File: src/rtl/p_hit_scheduler.sv
// p_hit_scheduler
//   Sequences one ray at a time through the external p_hit_1 ray/plane-hit
//   datapath. For each accepted ray it walks triangles 0..n-1 (n = tri_count
//   clamped to NUM_TRI). For each triangle it reads the triangle constants,
//   loads them as p_hit_1 operands, pushes one operand pair, pops the returned
//   distance t and keeps the closest positive hit. The final result sits in a
//   single-entry result register until the downstream stage consumes it.
//
// Ports
//   clock, reset                  rising-edge clock, async active-low reset
//   ray_origin/ray_dir[2:0]       ray operands, latched on accept
//   ray_valid / ray_ready         ray handshake (ready only in IDLE with no result pending)
//   tri_count                     triangles to test, sampled on accept
//   tri_addr / tri_rd_en          triangle table read (data valid one cycle after strobe)
//   tri_n1_in/tri_n2_in/tri_v0_in triangle table read data
//   dp_*                          p_hit_1 operands, input FIFO write and full flags
//   dp_out/dp_out_empty/rd_en     p_hit_1 output FIFO head, empty flag and pop
//   res_t/res_idx/res_hit         closest positive t, its triangle index, hit flag
//   res_empty / res_rd_en         result register status and consume strobe
//   busy                          high in every state except IDLE
module p_hit_scheduler #(
    parameter int Q_BITS  = 16,
    parameter int NUM_TRI = 16,
    parameter int TRI_AW  = $clog2(NUM_TRI)
) (
    input  logic              clock,
    input  logic              reset,
    input  logic [31:0]       ray_origin      [2:0],
    input  logic [31:0]       ray_dir         [2:0],
    input  logic              ray_valid,
    output logic              ray_ready,
    input  logic [TRI_AW:0]   tri_count,
    output logic [TRI_AW-1:0] tri_addr,
    output logic              tri_rd_en,
    input  logic [31:0]       tri_n1_in       [2:0],
    input  logic [31:0]       tri_n2_in       [2:0],
    input  logic [31:0]       tri_v0_in       [2:0],
    output logic [31:0]       dp_tri_normal_1 [2:0],
    output logic [31:0]       dp_tri_normal_2 [2:0],
    output logic [31:0]       dp_v0           [2:0],
    output logic [31:0]       dp_origin       [2:0],
    output logic [31:0]       dp_dir          [2:0],
    output logic [1:0]        dp_in_wr_en,
    input  logic [1:0]        dp_in_full,
    input  logic [31:0]       dp_out,
    input  logic              dp_out_empty,
    output logic              dp_out_rd_en,
    output logic [31:0]       res_t,
    output logic [TRI_AW-1:0] res_idx,
    output logic              res_hit,
    output logic              res_empty,
    input  logic              res_rd_en,
    output logic              busy
);

    // Q_BITS only documents the fixed-point format of t/origin/dir; the
    // closest-hit compare is a plain signed compare and is scale-invariant.
    if (Q_BITS < 0 || Q_BITS > 31) begin : g_q_bits_unsupported
    end

    localparam logic [31:0]     MISS_T = 32'h7FFF_FFFF;
    localparam logic [TRI_AW:0] N_MAX  = (TRI_AW + 1)'(NUM_TRI);

    typedef enum logic [2:0] {
        IDLE,
        FETCH,
        LOAD,
        ISSUE,
        WAIT,
        CMP,
        DONE
    } state_e;

    state_e            state_q;
    logic [TRI_AW:0]   n_q;
    logic [TRI_AW:0]   n_d;
    logic [TRI_AW-1:0] idx_q;
    logic [31:0]       t_q;
    logic [31:0]       best_t_q;
    logic [TRI_AW-1:0] best_idx_q;
    logic              best_hit_q;
    logic              last_tri;
    logic              closer;

    logic [31:0]       dp_n1_q     [2:0];
    logic [31:0]       dp_n2_q     [2:0];
    logic [31:0]       dp_v0_q     [2:0];
    logic [31:0]       dp_origin_q [2:0];
    logic [31:0]       dp_dir_q    [2:0];
    logic [1:0]        dp_in_wr_en_q;
    logic              dp_out_rd_en_q;
    logic              tri_rd_en_q;
    logic [TRI_AW-1:0] tri_addr_q;
    logic [31:0]       res_t_q;
    logic [TRI_AW-1:0] res_idx_q;
    logic              res_hit_q;
    logic              res_empty_q;

    always_comb begin
        n_d      = (tri_count > N_MAX) ? N_MAX : tri_count;
        last_tri = ({1'b0, idx_q} == (n_q - 1'b1));
        closer   = ($signed(t_q) > 0) && ($signed(t_q) < $signed(best_t_q));
    end

    always_ff @(posedge clock or negedge reset) begin
        if (!reset) begin
            state_q        <= IDLE;
            n_q            <= '0;
            idx_q          <= '0;
            t_q            <= '0;
            best_t_q       <= MISS_T;
            best_idx_q     <= '1;
            best_hit_q     <= 1'b0;
            for (int unsigned i = 0; i < 3; i++) begin
                dp_n1_q[i]     <= '0;
                dp_n2_q[i]     <= '0;
                dp_v0_q[i]     <= '0;
                dp_origin_q[i] <= '0;
                dp_dir_q[i]    <= '0;
            end
            dp_in_wr_en_q  <= '0;
            dp_out_rd_en_q <= 1'b0;
            tri_rd_en_q    <= 1'b0;
            tri_addr_q     <= '0;
            res_t_q        <= MISS_T;
            res_idx_q      <= '1;
            res_hit_q      <= 1'b0;
            res_empty_q    <= 1'b1;
        end else begin
            // Strobes are single-cycle pulses unless a state re-asserts them.
            dp_in_wr_en_q  <= '0;
            dp_out_rd_en_q <= 1'b0;
            tri_rd_en_q    <= 1'b0;

            // A pending result can only exist while in IDLE, so the consume
            // never races the DONE write below.
            if (res_rd_en && !res_empty_q) begin
                res_empty_q <= 1'b1;
            end

            case (state_q)
                IDLE: begin
                    if (ray_valid && res_empty_q) begin
                        for (int unsigned i = 0; i < 3; i++) begin
                            dp_origin_q[i] <= ray_origin[i];
                            dp_dir_q[i]    <= ray_dir[i];
                        end
                        n_q        <= n_d;
                        idx_q      <= '0;
                        best_t_q   <= MISS_T;
                        best_idx_q <= '1;
                        best_hit_q <= 1'b0;
                        if (n_d == '0) begin
                            state_q <= DONE;
                        end else begin
                            // Read strobe is raised on entry so it is high
                            // during FETCH; data then arrives during LOAD.
                            tri_rd_en_q <= 1'b1;
                            tri_addr_q  <= '0;
                            state_q     <= FETCH;
                        end
                    end
                end
                FETCH: begin
                    state_q <= LOAD;
                end
                LOAD: begin
                    for (int unsigned i = 0; i < 3; i++) begin
                        dp_n1_q[i] <= tri_n1_in[i];
                        dp_n2_q[i] <= tri_n2_in[i];
                        dp_v0_q[i] <= tri_v0_in[i];
                    end
                    state_q <= ISSUE;
                end
                ISSUE: begin
                    if (dp_in_full == 2'b00) begin
                        dp_in_wr_en_q <= 2'b11;
                        state_q       <= WAIT;
                    end
                end
                WAIT: begin
                    if (!dp_out_empty) begin
                        t_q            <= dp_out;
                        dp_out_rd_en_q <= 1'b1;
                        state_q        <= CMP;
                    end
                end
                CMP: begin
                    // Strict less-than keeps the lower index on equal t.
                    if (closer) begin
                        best_t_q   <= t_q;
                        best_idx_q <= idx_q;
                        best_hit_q <= 1'b1;
                    end
                    if (last_tri) begin
                        state_q <= DONE;
                    end else begin
                        idx_q       <= idx_q + 1'b1;
                        tri_rd_en_q <= 1'b1;
                        tri_addr_q  <= idx_q + 1'b1;
                        state_q     <= FETCH;
                    end
                end
                DONE: begin
                    res_t_q     <= best_t_q;
                    res_idx_q   <= best_idx_q;
                    res_hit_q   <= best_hit_q;
                    res_empty_q <= 1'b0;
                    state_q     <= IDLE;
                end
                default: begin
                    state_q <= IDLE;
                end
            endcase
        end
    end

    // Decoded purely from registers, so no input-to-output paths.
    assign ray_ready = (state_q == IDLE) && res_empty_q;
    assign busy      = (state_q != IDLE);

    assign dp_tri_normal_1 = dp_n1_q;
    assign dp_tri_normal_2 = dp_n2_q;
    assign dp_v0           = dp_v0_q;
    assign dp_origin       = dp_origin_q;
    assign dp_dir          = dp_dir_q;
    assign dp_in_wr_en     = dp_in_wr_en_q;
    assign dp_out_rd_en    = dp_out_rd_en_q;
    assign tri_rd_en       = tri_rd_en_q;
    assign tri_addr        = tri_addr_q;
    assign res_t           = res_t_q;
    assign res_idx         = res_idx_q;
    assign res_hit         = res_hit_q;
    assign res_empty       = res_empty_q;

endmodule
File: config.mk
export PLATFORM = sky130hd
export DESIGN_NAME = p_hit_scheduler
export DESIGN_NICKNAME = d
export VERILOG_FILES = /design/src/rtl/p_hit_scheduler.sv
export SDC_FILE = /design/constraint.sdc
export NUM_CORES = 1
export LEC_CHECK = 0
export CAP_MARGIN = 20
export CORE_AREA = 4 4 407 409
export DETAILED_ROUTE_END_ITERATION = 8
export DIE_AREA = 0 0 411 413
export PLACE_DENSITY = 0.4
export SYNTH_ARGS = -nofsm -noshare
export SYNTH_HDL_FRONTEND = slang
export SYNTH_SLANG_ARGS = --single-unit
File: constraint.sdc
create_clock -name clock -period 8 [get_ports clock]
set_input_delay 0.8 -clock clock [delete_from_list [all_inputs] [get_ports clock]]
set_output_delay 0.8 -clock clock [all_outputs]
set_load 0.05 [all_outputs]
==> impl_metrics.toml <==
[floorplanning]
initial_core_util = 0.147
coreArea_sq_um = 162000
rows = 148
die_w_microns = 411
io_pins = 1052
die_y_microns = 413
dieArea_sq_um = 170000

[outcome]
status = "complete, no violations"

[sta]
setup_viol = 0
worstMarginPinSlew_ps = 1000
fmax_mhz = 253
rsz0062_at_grt = "no"
min_period_over_period = 0.495
drv_slew = 0
worst_slew_margin_rel = 0.330
tns_ps = 0
skew_ps = 46.5
hold_slack_ps = 174
hold_viol = 0
period_needed_ps = 3960

[power]
internal_power_uw = 10600
p_per_area_nw_per_um2 = 517
power_frac_comb = 0.547
p_sw_uw = 9860
peakVddDrop_v = 0.000247
clock_power_share = 0.181
finalPower_uw = 20500
p_seq_frac = 0.273
p_leak_uw = 0.0169
switching_share = 0.481

[setup_path]
timing.rr.end = "best_t_q[2]"
cp.required_ps = 8580
crit_path_max_fanout = 20
crit_path_end_kind = "flip-flop"
critPathMostFrequentCell = "or4_1"
cp_cell_sequence = "inv_1, ha_1, nand4_1, or4_1, or4_1, o22ai_1, nor3_1, and3b_2, buf_4, mux2_2"
reg2reg_slack_ps = 4040
path_buf_inv = 2
arrival_ps = 4530
cp_top_family = "simple AND/OR/NAND/NOR gates"
crit_type = "flip-flop to flip-flop"
startpoint_type = "flip-flop"
critPathMaxStageDelay_ps = 660
slowest_stage = "and3b_2"
r2r_cells = 10
reg2reg_from = "best_t_q[30]"

[cts]
clockBufferDepth = 3
clk_latency_ps = 690
cts_tree = "yes"
cts_buffers = 81
cts_setup_buffers = 0
cts.repair.resized = 0
postCtsHoldBufs = 0
clk_pin_slew_ps = 60
htreeDepth = 3
cts_root_buffer = "clkbuf_16"
clock-sinks = 606

[synthesis]
netlist_area_sq_um = 23800
synth_top_family_by_area = "multiplexers"
synth_edf_count = 0
ys_ff_latch = 606
synth.avg_cell_area_sq_um = 12.1
synthAdderAreaFrac = 0.0173
synth_cell_type_count = 46
syn_nets = 2520
yosys_warnings = 0
synth_compound_area_frac = 0.0208
yosys.area_share.simple = 0.120
ys_async_sr_fraction = 1.00
synth_xor_xnor_area_share = 0.00221
syn_inst = 1963
yosysSeqAreaShare = 0.640
synthMuxAreaShare = 0.175
synthFlopType = "dfrtp_1"

[routing]
drc = 0
dr.pass1.iters = 5
drtIter0Drc = 970
post_drt_wl_per_cell_microns = 23.0
dr_total_vias = 18700
finalWirelength_mm = 122
ant_nets = 0
vias_per_cell = 3.55

[finish]
fin_nets = 3580
stdcell_count = 5281
area_growth_syn_to_layout_pct = 66.5
layout_commonest_cell = "clkdlybuf4s50_1"
layout-drive-gt1-share = 0.189
final_cell_mix = "clkdlybuf4s50_1, nand2_1, dfrtp_1, mux2_2, clkbuf_16"

[placement]
io_buffers = 1051
dp_hpwl_mm = 94.2
place_inst = 5115
gp_congestion = 0.829

[global_route]
grt_antenna_before_repair = 67
grt_max_degree = 156
overflow = 0
grt.total_usage = 0.137
grt_pass1_vias = 19600
grt_first_pass_wirelength_mm = 164

[min_path]
min_path_type = "primary input to asynchronous set/reset pin"

[flow_run]
drv_cap = 0
## area by class of cell
class / instances / area (sq um)
Clock buffer: 120 / 2350
Multi-Input combinational cell: 1219 / 8040
Fill cell: 17200 / 122000
Antenna cell: 20 / 50.0
Sequential cell: 606 / 15300
Inverter: 41 / 154
Clock inverter: 26 / 318
Tap cell: 2175 / 2720
Timing Repair Buffer: 1074 / 10800
## cell usage after synthesis, types with 8 or more instances
master      n  share of area
a21oi_1    14         0.0029
clkbuf_1   90          0.014
ha_1       33          0.017
nor2_1     17         0.0027
inv_1      41         0.0065
nor3_1     11         0.0023
o21ai_0    50          0.011
mux2_2    334           0.16
nor4_1      8         0.0021
dfrtp_1   535           0.56
dfstp_2    71          0.078
nand2_1   661           0.10
mux2_4     23          0.014
## worst max path at each step
stage	startpoint	endpoint	slack, ps	cells past startpoint
final	best_t_q[30]	best_t_q[2]	4040	10
after global routing	best_t_q[30]	best_t_q[2]	3760	10
after CTS	best_t_q[30]	best_t_q[2]	3950	10
after detailed placement	best_t_q[30]	best_t_q[7]	3970	10
after global placement	t_q[31]	best_t_q[2]	3990	9
after floorplan	best_t_q[30]	best_t_q[28]	4980	11
## state kept, by name (all words and copies together) (netlist names)
signal	count
res_hit	1
n_q	5
dp_in_wr_en	1
best_idx_q	4
tri_rd_en	1
res_empty	1
dp_dir	96
dp_out_rd_en	1
best_t_q	32
t_q	32
tri_addr	4
state_q	3
idx_q	4
dp_v0	96
res_idx	4
dp_tri_normal_1	96
dp_origin	96
res_t	32
dp_tri_normal_2	96
best_hit_q	1
## power groups by stage
stage | registers, uW | logic [uW] | clock network (uW)
final | 5600 | 11200 | 3700
after global routing | 5800 | 11800 | 3990
after CTS | 5620 | 11400 | 3880
after detailed placement | 5630 | 11400 | 0
after global placement | 5620 | 11400 | 0
after floorplan | 9980 | 2450 | 0
## cell families after synthesis
family,count (synthesis)
AO/OA/AOI/OAI,86
XOR/XNOR,6
buffers and inverters,138
AND/OR/NAND/NOR,731
multiplexers,363
flip-flops,606
adder cells (fa/ha/maj),33
## routing by layer
metal	track usage	part of all wire	routed length [microns]
met5	0	0.00044	54
met4	0.0525	0.030	3620
met3	0.0645	0.10	12600
met2	0.217	0.47	57400
met1	0.161	0.39	47900
## worst register-to-register path, stage by stage, from the launching register on
cell	delay [ps]
dfstp_2	510
inv_1	60
ha_1	310
nand4_1	170
or4_1	640
or4_1	420
o22ai_1	190
nor3_1	60
and3b_2	660
buf_4	460
mux2_2	400
## through the flow
stage               utilization  area, sq um  setup slack [ps]
floorplan                     -        23800              4980
global placement          0.228        36900              3990
detailed placement        0.228        36900              3970
CTS                       0.244        39600              3950
global route              0.245        39600              3760
finish                    0.245        39700              4040
Power figures use the tool's default switching activity.
